$ cat config.mk
export PLATFORM = sky130hd
export DESIGN_NAME = ice_slave_arbiter
export DESIGN_NICKNAME = d
export VERILOG_FILES = /design/src/rtl/ice_slave_arbiter.sv
export SDC_FILE = /design/constraint.sdc
export NUM_CORES = 1
export LEC_CHECK = 0
export ABC_AREA = 1
export CAP_MARGIN = 20
export CORE_MARGIN = 2
export CORE_UTILIZATION = 39
export DETAILED_ROUTE_END_ITERATION = 10
export PLACE_DENSITY_LB_ADDON = 0.05
export SYNTH_ARGS = -nofsm -noshare
export SYNTH_HDL_FRONTEND = slang
export SYNTH_SLANG_ARGS = --single-unit
$ cat constraint.sdc
create_clock -name clk -period 1.9 [get_ports clk]
set_input_delay 0.475 -clock clk [delete_from_list [all_inputs] [get_ports clk]]
set_output_delay 0.475 -clock clk [all_outputs]
set_load 0.03 [all_outputs]
$ cat src/rtl/ice_slave_arbiter.sv
`default_nettype none
// ============================================================================
// Module   : ice_slave_arbiter
// Purpose  : ICE slave output bus arbiter with fixed-priority / round-robin
//            policy, one-cycle turnaround and optional hold watchdog
//            (enabled by defining ICE_ARB_WATCHDOG_EN).
// Revision : 1.0 - initial release
// ============================================================================
module ice_slave_arbiter #(
  parameter int NUM_DEV  = 7,
  parameter int IDX_W    = 3,
  parameter int MAX_HOLD = 65535
) (
  input  logic               clk,
  input  logic               reset,
  input  logic               rr_mode,
  input  logic [NUM_DEV-1:0] arb_request,
  output logic [NUM_DEV-1:0] arb_grant,
  output logic [IDX_W-1:0]   grant_idx,
  output logic               busy,
  output logic               timeout_evt
);

  typedef enum logic [1:0] {
    S_IDLE  = 2'd0,
    S_GRANT = 2'd1,
    S_TURN  = 2'd2
  } state_t;

  localparam logic [IDX_W-1:0]   c_IDX_RST = IDX_W'(NUM_DEV - 1);
  localparam logic [NUM_DEV-1:0] c_ONE     = NUM_DEV'(1);

  if (NUM_DEV < 2 || NUM_DEV > 16 || NUM_DEV > (1 << IDX_W) ||
      MAX_HOLD < 1 || MAX_HOLD > 65535) begin : g_param_check
    $error("ice_slave_arbiter: illegal parameter combination");
  end

  state_t               r_state;
  state_t               w_state_nxt;
  logic [NUM_DEV-1:0]   r_grant;
  logic [NUM_DEV-1:0]   w_grant_nxt;
  logic [IDX_W-1:0]     r_grant_idx;
  logic [IDX_W-1:0]     w_idx_nxt;
  logic                 r_busy;
  logic [NUM_DEV-1:0]   w_lockout;
  logic [NUM_DEV-1:0]   w_eligible;
  logic                 w_owner_req;
  logic                 w_hold_expired;
  logic                 w_lo_any;
  logic                 w_hi_any;
  logic [IDX_W-1:0]     w_lo_idx;
  logic [IDX_W-1:0]     w_hi_idx;
  logic [IDX_W-1:0]     w_win_idx;
  logic [NUM_DEV-1:0]   w_win_onehot;

  assign w_eligible   = arb_request & ~w_lockout;
  assign w_owner_req  = |(arb_request & r_grant);

  // Lowest eligible overall, and lowest eligible above the pointer; the
  // round-robin winner is the latter unless empty (wrap to the bottom).
  always_comb begin
    w_lo_any = 1'b0;
    w_hi_any = 1'b0;
    w_lo_idx = '0;
    w_hi_idx = '0;
    for (int i = NUM_DEV - 1; i >= 0; i--) begin
      if (w_eligible[i]) begin
        w_lo_any = 1'b1;
        w_lo_idx = IDX_W'(i);
        if (IDX_W'(i) > r_grant_idx) begin
          w_hi_any = 1'b1;
          w_hi_idx = IDX_W'(i);
        end
      end
    end
  end

  assign w_win_idx    = (rr_mode && w_hi_any) ? w_hi_idx : w_lo_idx;
  assign w_win_onehot = c_ONE << w_win_idx;

  always_ff @(posedge clk or posedge reset) begin
    if (reset) begin
      r_state <= S_IDLE;
    end else begin
      r_state <= w_state_nxt;
    end
  end

  always_comb begin
    w_state_nxt = r_state;
    w_grant_nxt = r_grant;
    w_idx_nxt   = r_grant_idx;
    case (r_state)
      S_IDLE: begin
        if (w_lo_any) begin
          w_grant_nxt = w_win_onehot;
          w_idx_nxt   = w_win_idx;
          w_state_nxt = S_GRANT;
        end
      end
      S_GRANT: begin
        if (!w_owner_req || w_hold_expired) begin
          w_grant_nxt = '0;
          w_state_nxt = S_TURN;
        end
      end
      S_TURN: begin
        w_state_nxt = S_IDLE;
      end
      default: begin
        w_grant_nxt = '0;
        w_state_nxt = S_IDLE;
      end
    endcase
  end

  always_ff @(posedge clk or posedge reset) begin
    if (reset) begin
      r_grant     <= '0;
      r_grant_idx <= c_IDX_RST;
      r_busy      <= 1'b0;
    end else begin
      r_grant     <= w_grant_nxt;
      r_grant_idx <= w_idx_nxt;
      r_busy      <= |w_grant_nxt;
    end
  end

`ifdef ICE_ARB_WATCHDOG_EN
  localparam logic [16:0] c_HOLD_LIM = 17'(MAX_HOLD);

  logic [15:0]        r_hold_cnt;
  logic [NUM_DEV-1:0] r_lockout;
  logic               r_timeout;
  logic               w_timeout_nxt;

  assign w_hold_expired = (r_state == S_GRANT) &&
                          (({1'b0, r_hold_cnt} + 17'd1) >= c_HOLD_LIM);
  assign w_timeout_nxt  = (r_state == S_GRANT) && w_owner_req && w_hold_expired;
  assign w_lockout      = r_lockout;

  // A locked-out slave is released once it is seen with its request low.
  always_ff @(posedge clk or posedge reset) begin
    if (reset) begin
      r_hold_cnt <= '0;
      r_lockout  <= '0;
      r_timeout  <= 1'b0;
    end else begin
      r_timeout <= w_timeout_nxt;
      r_lockout <= (r_lockout & arb_request) | (w_timeout_nxt ? r_grant : '0);
      if (r_state == S_GRANT) begin
        if (r_hold_cnt != 16'hFFFF) begin
          r_hold_cnt <= r_hold_cnt + 16'd1;
        end
      end else begin
        r_hold_cnt <= '0;
      end
    end
  end

  assign timeout_evt = r_timeout;
`else
  assign w_hold_expired = 1'b0;
  assign w_lockout      = '0;
  assign timeout_evt    = 1'b0;
`endif

  assign arb_grant = r_grant;
  assign grant_idx = r_grant_idx;
  assign busy      = r_busy;

endmodule
`default_nettype wire

==> reports/results.md, run 1 <==
| Stage | Metric | Value |
|---|---|---|
| route | Average detailed-routed wire length per instance | 13.9 um |
| clocking | H-Tree Depth | 1 |
| synth | Gate Count Post-Synth | 135 |
| sta | Clock skew | 5.92 ps |
| sta | Minimum clock period after layout | 1860 ps |
| sta | Finish-stage setup viols | 0 |
| place | Placed Instance Area | 1250 um^2 |
| floorplan | Number of placement rows | 17 |
| floorplan | Starting density of the core | 0.416 |
| synth | Net Count, Synth | 145 |
| floorplan | Die height | 52.6 um |
| critical path | Buffers & Inverters on Critical Path | 1 |
| critical path | CP startpoint kind | flip-flop |
| clocking | Max clock buf depth | 2 |
| place | IO Port Bufs | 20 |
| sta | Unrepaired setup endpoints after global routing | yes |
| layout | Final Non-Filler Cells | 210 |
| floorplan | Die ar. | 2770 um^2 |
| pwr | Power Internal | 1.26 mW |
| route | Detailed-router iteration count before antenna repair | 4 |
| clocking | Clock Pin Slew Worst Setup and Hold Paths | 80 ps |
| sta | Hold violation count in the final report | 0 |
| floorplan | CORE AREA | 2210 um^2 |
| pwr | Fraction of power spent switching nets | 0.490 |
| place | Placer's final routability congestion estimate | 0.864 |
| clocking | Total number of clock tree sinks | 13 |
| route | Count of routing violations after the opening detailed-route iteration | 24 |
| place | Cell count after placement | 196 |
| grt | Maximum number of pins on one net before global-route repair | 14 |
| route | Number of vias after detailed routing | 1105 |
| grt | Wire length of the first global-routing pass | 4400 um |
| critical path | Max stage delay cell, worst path | sky130_fd_sc_hd__clkdlybuf4s50_1 |
| clocking | TritonCTS Buffers | 3 |
| floorplan | Chip Width | 52.6 um |
| critical path | R2r startpoint | grant_idx[0]$_DFFE_PP0P_ |
| pwr | Leakage component of the power | 0.779 nW |
| route | Wirelength, routed | 2910 um |
| critical path | Data required time at the worst endpoint | 1420 ps |
| grt | Via count of the first global-routing pass | 1028 |
| synth | Register bit count reported by yosys | 13 |
| route | Via density per instance | 5.26 |
| sta | Tcrit/Tclk final | 0.978 |
| place | HPWL after detailed placement | 2010 um |
| pwr | Share of total power in the clock network | 0.071 |
| clocking | Worst-skew pair later-pin latency | 280 ps |
| synth | Area fraction of the dominant cell type after synthesis | 0.299 |
| synth | Cell accounting for the most synthesized area | sky130_fd_sc_hd__dfrtp_1 |
| sta | Worst Max-Slew Pin Slew | 516 ps |
| critical path | Destination of the worst register-to-register timing path | busy$_DFF_PP0_ |
| layout | Area growth syn-to-layout | 56.9% |
| synth | Warnings from Yosys | 0 |
| layout | Filler cell count | 204 |
| pwr | Worst vdd ir | 0.00109 V |
| critical path | Maximum single-stage delay on the critical path | 690 ps |
| route | Post-route DRC | 0 |
| grt | Antenna violations before repair | 0 |
| sta | Final total negative setup slack | 0 ps |
| synth | Sequential cell area fraction in the yosys report | 0.356 |
| critical path | Arrival time of the worst setup path | 1380 ps |
| synth | Mapped Area | 921 um^2 |
| clocking | Buffer cell driving the clock tree root | sky130_fd_sc_hd__clkbuf_4 |
| layout | Total Nets Final | 193 |
| grt | Grt ovf | 0 |
| synth | Area contributors post-synth | sky130_fd_sc_hd__dfrtp_1 (30%), sky130_fd_sc_hd__nand2_1 (17%), sky130_fd_sc_hd__nand3_1 (10%), sky130_fd_sc_hd__dfstp_2 (5.7%), sky130_fd_sc_hd__nor2_1 (5.7%) |
| sta | Fmax | 538 MHz |
| grt | Combined global-route utilization of all metal layers | 0.217 |
| sta | Headroom to the max-slew limit | 0.656 |
| clocking | TritonCTS clock tree | done |
| synth | Count of cell types in the netlist | 23 |
| critical path | Kind of end point of the critical path | primary output |
| critical path | Worst-path cell chain | clkdlybuf4s50_1 |
| critical path | Family with the most delay on the worst path | buffers and inverters |
| critical path | Worst Setup Path Type | reg2out |
| pwr | Sequential share of power | 0.222 |
| critical path | R2r worst-path depth | 12 |
| layout | Number of antenna cells inserted | 0 |
| route | Antenna-violating nets left | 0 |
| layout | Sequential Area | 328 um^2 |
| critical path | Critical path fanouts, max | 3 |
| layout | Final design area excluding fillers | 1450 um^2 |
| synth | Syn avg cell area | 6.82 um^2 |
| critical path | Setup slack on the worst flop-to-flop path | 80 ps |
| sta | Max Transition Viols Final | 0 |
| run status | Result of the run | finished, final reports clean |
| floorplan | Count of boundary I/O pins | 22 |
| layout | Total area of multi-input combinational cells | 614 um^2 |
| pwr | Share of total power in combinational logic | 0.707 |
| hold path | Class of the most critical hold timing path | in2async |
| layout | Share of layout cells above drive strength 1 | 0.341 |
| pwr | Pwr per Cell Area | 1710 nW/um^2 |
| pwr | Switch Pwr | 1.21 mW |
| flow run | Max capacitance violation total | 0 |
## cells in the mapped netlist
| cell type | count |
|---|---|
| sky130_fd_sc_hd__o21ai_1 | 1 |
| sky130_fd_sc_hd__a22o_1 | 1 |
| sky130_fd_sc_hd__nand3b_1 | 2 |
| sky130_fd_sc_hd__nor3_1 | 2 |
| sky130_fd_sc_hd__a21oi_2 | 1 |
| sky130_fd_sc_hd__nand3_1 | 19 |
| sky130_fd_sc_hd__nor2_1 | 14 |
| sky130_fd_sc_hd__inv_2 | 3 |
| sky130_fd_sc_hd__nand3_2 | 4 |
| sky130_fd_sc_hd__dfrtp_1 | 11 |
| sky130_fd_sc_hd__o21ai_0 | 4 |
| sky130_fd_sc_hd__a21oi_4 | 1 |
| sky130_fd_sc_hd__nand2_1 | 42 |
| sky130_fd_sc_hd__nand2_4 | 1 |
| sky130_fd_sc_hd__nor2_2 | 1 |
| sky130_fd_sc_hd__dfstp_2 | 2 |
| sky130_fd_sc_hd__conb_1 | 1 |
| sky130_fd_sc_hd__inv_1 | 13 |
| sky130_fd_sc_hd__o21ai_4 | 1 |
| sky130_fd_sc_hd__buf_4 | 1 |
| sky130_fd_sc_hd__a21oi_1 | 3 |
| sky130_fd_sc_hd__nand4_1 | 3 |
| sky130_fd_sc_hd__nand2_2 | 4 |
## power by group through the flow
stage	Sequential [mW]	Clock, mW	Combinational, mW
finish	0.549	0.177	1.75
global route	0.567	0.193	1.90
CTS	0.540	0.177	1.45
detailed placement	0.545	0	1.39
global placement	0.548	0	1.38
floorplan	0.706	0	0.688
## state kept, by name (all words and copies together) (netlist names)
register and flops:
arb_grant 7, busy 1, grant_idx 3, r_state 2
## kinds of logic (layout without fill, tap and decap cells)
family / Yosys count / after routing / share of synthesized area
simple gates: 92 / 92 / 0.469
flops: 13 / 13 / 0.356
buf+inv: 17 / 64 / 0.0734
compound gates: 12 / 12 / 0.0978
other cells: 1 / 1 / 0.00407
## timing repair
action	in CTS	in global routing
endpoints found under the hold margin	0	0
setup endpoints to repair	4	5
pin swaps	2	14
hold buffers	0	0
gates resized for setup	8	28
buffers inserted	3	7
## metrics by stage
stage                     utilization  total power [mW]  setup WS [ps]  hold WS (ps)
after floorplan                     -              1.39            148           351
after global placement          0.567              1.92           -403           532
after detailed placement        0.567              1.94           -419           531
after CTS                       0.587              2.17          0.568           536
after global routing            0.653              2.66          -58.5           564
final                           0.653              2.48           41.9           516
## cells in the final DEF, fill, tap and decap left out, types with 2 or more instances in the layout
cell	count
sky130_fd_sc_hd__a21oi_1	3
sky130_fd_sc_hd__nand4_1	3
sky130_fd_sc_hd__nand2_4	5
sky130_fd_sc_hd__o21ai_0	3
sky130_fd_sc_hd__inv_2	5
sky130_fd_sc_hd__clkbuf_4	3
sky130_fd_sc_hd__dlymetal6s2s_1	3
sky130_fd_sc_hd__clkdlybuf4s50_1	10
sky130_fd_sc_hd__nand2_2	7
sky130_fd_sc_hd__nand3_4	2
sky130_fd_sc_hd__nor2_1	13
sky130_fd_sc_hd__dfrtp_1	11
sky130_fd_sc_hd__dlygate4sd2_1	7
sky130_fd_sc_hd__nand3_2	6
sky130_fd_sc_hd__nand2_1	35
sky130_fd_sc_hd__dfstp_2	2
sky130_fd_sc_hd__buf_4	24
sky130_fd_sc_hd__nand3b_1	2
sky130_fd_sc_hd__inv_1	10
sky130_fd_sc_hd__nand3_1	15
## worst max-delay path by stage
stage | from | endpoint | slack [ps] | cells past startpoint
after global routing | grant_idx[0]$_DFFE_PP0P_ | busy$_DFF_PP0_ | -60 | 12
after CTS | arb_request[1] | busy$_DFF_PP0_ | 0.6 | 13
final | arb_grant[4]$_DFF_PP0_ | arb_grant[4] | 40 | 1
after global placement | arb_request[5] | busy$_DFF_PP0_ | -400 | 11
after detailed placement | arb_request[3] | busy$_DFF_PP0_ | -420 | 13
after floorplan | grant_idx[2]$_DFFE_PP1P_ | busy$_DFF_PP0_ | 150 | 13
## area by class of cell
type                       count  share of cell area
tap                           28              0.0242
clock buffer                   4              0.0182
timing repair buffer          44               0.262
inverter                      16              0.0433
multi-input combinational    105               0.425
sequential                    13               0.227
## metal layers
metal,up-vias,part of all wire,global-route usage
met1,538,0.43,0.275
met5,-,0,0
met2,29,0.51,0.373
li1,530,-,-
met3,8,0.040,0.0314
met4,0,0.021,0.0769
No activity file was read; power rests on OpenSTA's default activity.
==> inputs of run 2 (changes only) <==
Settings changed: MAX_ROUTING_LAYER set to met4.
==> run 2 against run 1 <==
Clock skew about the same. Sequential power about the same. Final area unchanged. Final cell count is the same. Combinational power about the same. Global-route usage up 0.56 points. Worst setup slack barely moved. Critical path type unchanged. Largest cell class unchanged. Highest routed layer unchanged.
==> reports/results.md, run 2 (synthesized netlist as in run 1, its figures left out) <==
| Stage | Metric | Value | Delta |
|---|---|---|---|
| sta | Final total negative setup slack | 0 ps | unchanged |
| grt | Wire length of the first global-routing pass | 4400 um | unchanged |
| critical path | Family with the most delay on the worst path | buffers and inverters |  |
| grt | Combined global-route utilization of all metal layers | 0.223 | +0.00563 |
| route | Detailed-router iteration count before antenna repair | 4 | unchanged |
| clocking | Clock Pin Slew Worst Setup and Hold Paths | 80 ps | about the same |
| layout | Area growth syn-to-layout | 56.9% | unchanged |
| critical path | CP startpoint kind | flip-flop |  |
| critical path | Data required time at the worst endpoint | 1420 ps | about the same |
| route | Wirelength, routed | 2940 um | +1.0% |
| place | Placed Instance Area | 1250 um^2 | unchanged |
| layout | Post-layout util | 0.653 | unchanged |
| floorplan | CORE AREA | 2210 um^2 | unchanged |
| critical path | Kind of end point of the critical path | primary output |  |
| layout | Number of flip-flops under the largest register name | 7 | unchanged |
| critical path | Number of cells on the critical path | 1 | unchanged |
| route | Number of vias after detailed routing | 1110 | +0.45% |
| sta | Headroom to the max-slew limit | 0.654 | -0.00180 |
| flow run | Max capacitance violation total | 0 | unchanged |
| sta | Worst Max-Slew Pin Slew | 519 ps | +2.69 ps |
| critical path | Worst-path cell chain | clkdlybuf4s50_1 |  |
| layout | Share of layout cells above drive strength 1 | 0.341 | unchanged |
| route | Via density per instance | 5.29 | +0.45% |
| pwr | Worst vdd ir | 0.00109 V | -0.15% |
| place | IO Port Bufs | 20 | unchanged |
| pwr | Pwr per Cell Area | 1710 nW/um^2 | about the same |
| grt | Via count of the first global-routing pass | 1028 | unchanged |
| critical path | Maximum single-stage delay on the critical path | 690 ps | about the same |
| floorplan | Starting density of the core | 0.416 | unchanged |
| layout | Number of antenna cells inserted | 0 | unchanged |
| route | Antenna-violating nets left | 0 | unchanged |
| sta | Finish-stage setup viols | 0 | unchanged |
| clocking | Total number of clock tree sinks | 13 | unchanged |
| route | Post-route DRC | 0 | unchanged |
| critical path | Critical path fanouts, max | 3 | unchanged |
| run status | Result of the run | finished, final reports clean |  |
| grt | Antenna violations before repair | 0 | unchanged |
| clocking | TritonCTS clock tree | done |  |
| critical path | Worst Setup SP | arb_grant[5]$_DFF_PP0_ |  |
| layout | Leading cell type in the layout, fill and taps excluded | sky130_fd_sc_hd__nand2_1 |  |
| grt | Grt ovf | 0 | unchanged |
| sta | Tcrit/Tclk final | 0.978 | about the same |
| sta | Max Transition Viols Final | 0 | unchanged |
| layout | Most frequent cells in the layout | sky130_fd_sc_hd__nand2_1 (35), sky130_fd_sc_hd__buf_4 (24), sky130_fd_sc_hd__nand3_1 (15) |  |
| sta | Clock skew | 5.42 ps | -0.498 ps |
| floorplan | Die height | 52.6 um | unchanged |
| sta | Unrepaired setup endpoints after global routing | yes |  |
| route | Average detailed-routed wire length per instance | 14.0 um | +1.0% |
| grt | Maximum number of pins on one net before global-route repair | 14 | unchanged |
| layout | Total Nets Final | 193 | unchanged |
| floorplan | Chip Width | 52.6 um | unchanged |
| critical path | R2r startpoint | grant_idx[1]$_DFFE_PP1P_ |  |
| critical path | R2r worst-path depth | 13 | +1 |
| critical path | Buffers & Inverters on Critical Path | 1 | unchanged |
| clocking | TritonCTS Buffers | 3 | unchanged |
| sta | Hold violation count in the final report | 0 | unchanged |
| clocking | H-Tree Depth | 1 | unchanged |
| clocking | Worst-skew pair later-pin latency | 280 ps | about the same |
| clocking | Max clock buf depth | 2 | unchanged |
| sta | Minimum clock period after layout | 1860 ps | -0.165 ps |
| layout | Final design area excluding fillers | 1450 um^2 | unchanged |
| sta | Fmax | 538 MHz | about the same |
| hold path | Class of the most critical hold timing path | in2async |  |
| route | Count of routing violations after the opening detailed-route iteration | 34 | +42% |
| floorplan | Number of placement rows | 17 | unchanged |
| floorplan | Count of boundary I/O pins | 22 | unchanged |
| place | Placer's final routability congestion estimate | 0.878 | +1.6% |
| place | HPWL after detailed placement | 2010 um | unchanged |
| clocking | Buffer cell driving the clock tree root | sky130_fd_sc_hd__clkbuf_4 |  |
| clocking | CTS Hold Buffers Added | 0 | unchanged |
| floorplan | Die ar. | 2770 um^2 | unchanged |
| pwr | Leakage component of the power | 0.779 nW | unchanged |
| critical path | Worst Setup Path Type | reg2out |  |
| critical path | Arrival time of the worst setup path | 1380 ps | about the same |
| critical path | Max stage delay cell, worst path | sky130_fd_sc_hd__clkdlybuf4s50_1 |  |
[run 2: cell counts in the layout (fill, tap and decap cells not counted)]
No cell type changed its count.
[run 2: worst reg2reg max path: cells and delay by family (launching register included)]
kind / cells / cell delay (ps)
buffers and inverters: 1 / 60
AND/OR/NAND/NOR: 12 / 1060
flip-flops: 1 / 610
[run 2: final timing paths]
kind | to | slack (ps)
max | arb_grant[5] | 40
min | busy$_DFF_PP0_ | 520
max reg2reg | busy$_DFF_PP0_ | 80
min reg2reg | r_state[1]$_DFFE_PP0P_ | 550
max in group asynchronous | grant_idx[1]$_DFFE_PP1P_ | 1020
min in group clk | r_state[1]$_DFFE_PP0P_ | 550
[run 2: what timing repair did]
action,4_1_cts,5_1_grt
setup buffers,3,7
gates resized for setup,8,28
setup endpoints to repair,4,5
cloned,0,0
hold endpoints to repair,0,0
pin swaps,2,14
[run 2: final cells by class]
| cell class | instances | area [um^2] |
|---|---|---|
| inverters | 16 | 62.6 |
| flip-flops and latches | 13 | 328 |
| clock buffers | 4 | 26.3 |
| multi-input cells | 105 | 614 |
| fillers | 204 | 767 |
| well taps | 28 | 35.0 |
| repair buffers | 44 | 379 |
[run 2: power by group]
| group | total (mW) | internal (mW) | switching (mW) |
|---|---|---|---|
| Clock | 0.177 | 0.0816 | 0.0953 |
| Combinational | 1.75 | 0.768 | 0.983 |
| Sequential | 0.549 | 0.412 | 0.136 |
| Total | 2.48 | 1.26 | 1.22 |
[run 2: through the flow]
step / hold slack, ps / worst slack [ps] / total power [mW] / instances
6_report: 518 / 42.1 / 2.48 / 210
2_1_floorplan: 351 / 148 / 1.39 / 135
3_3_place_gp: 532 / -403 / 1.92 / 196
3_5_place_dp: 531 / -419 / 1.94 / 196
4_1_cts: 536 / 0.568 / 2.17 / 203
5_1_grt: 564 / -58.5 / 2.66 / 210
[run 2: routing by layer]
layer / track usage / vias up / share of wire
li1: - / 530 / -
met1: 0.275 / 549 / 0.43
met2: 0.373 / 23 / 0.51
met3: 0.0314 / 8 / 0.034
met4: 0.0769 / 0 / 0.021
met5: - / - / 0
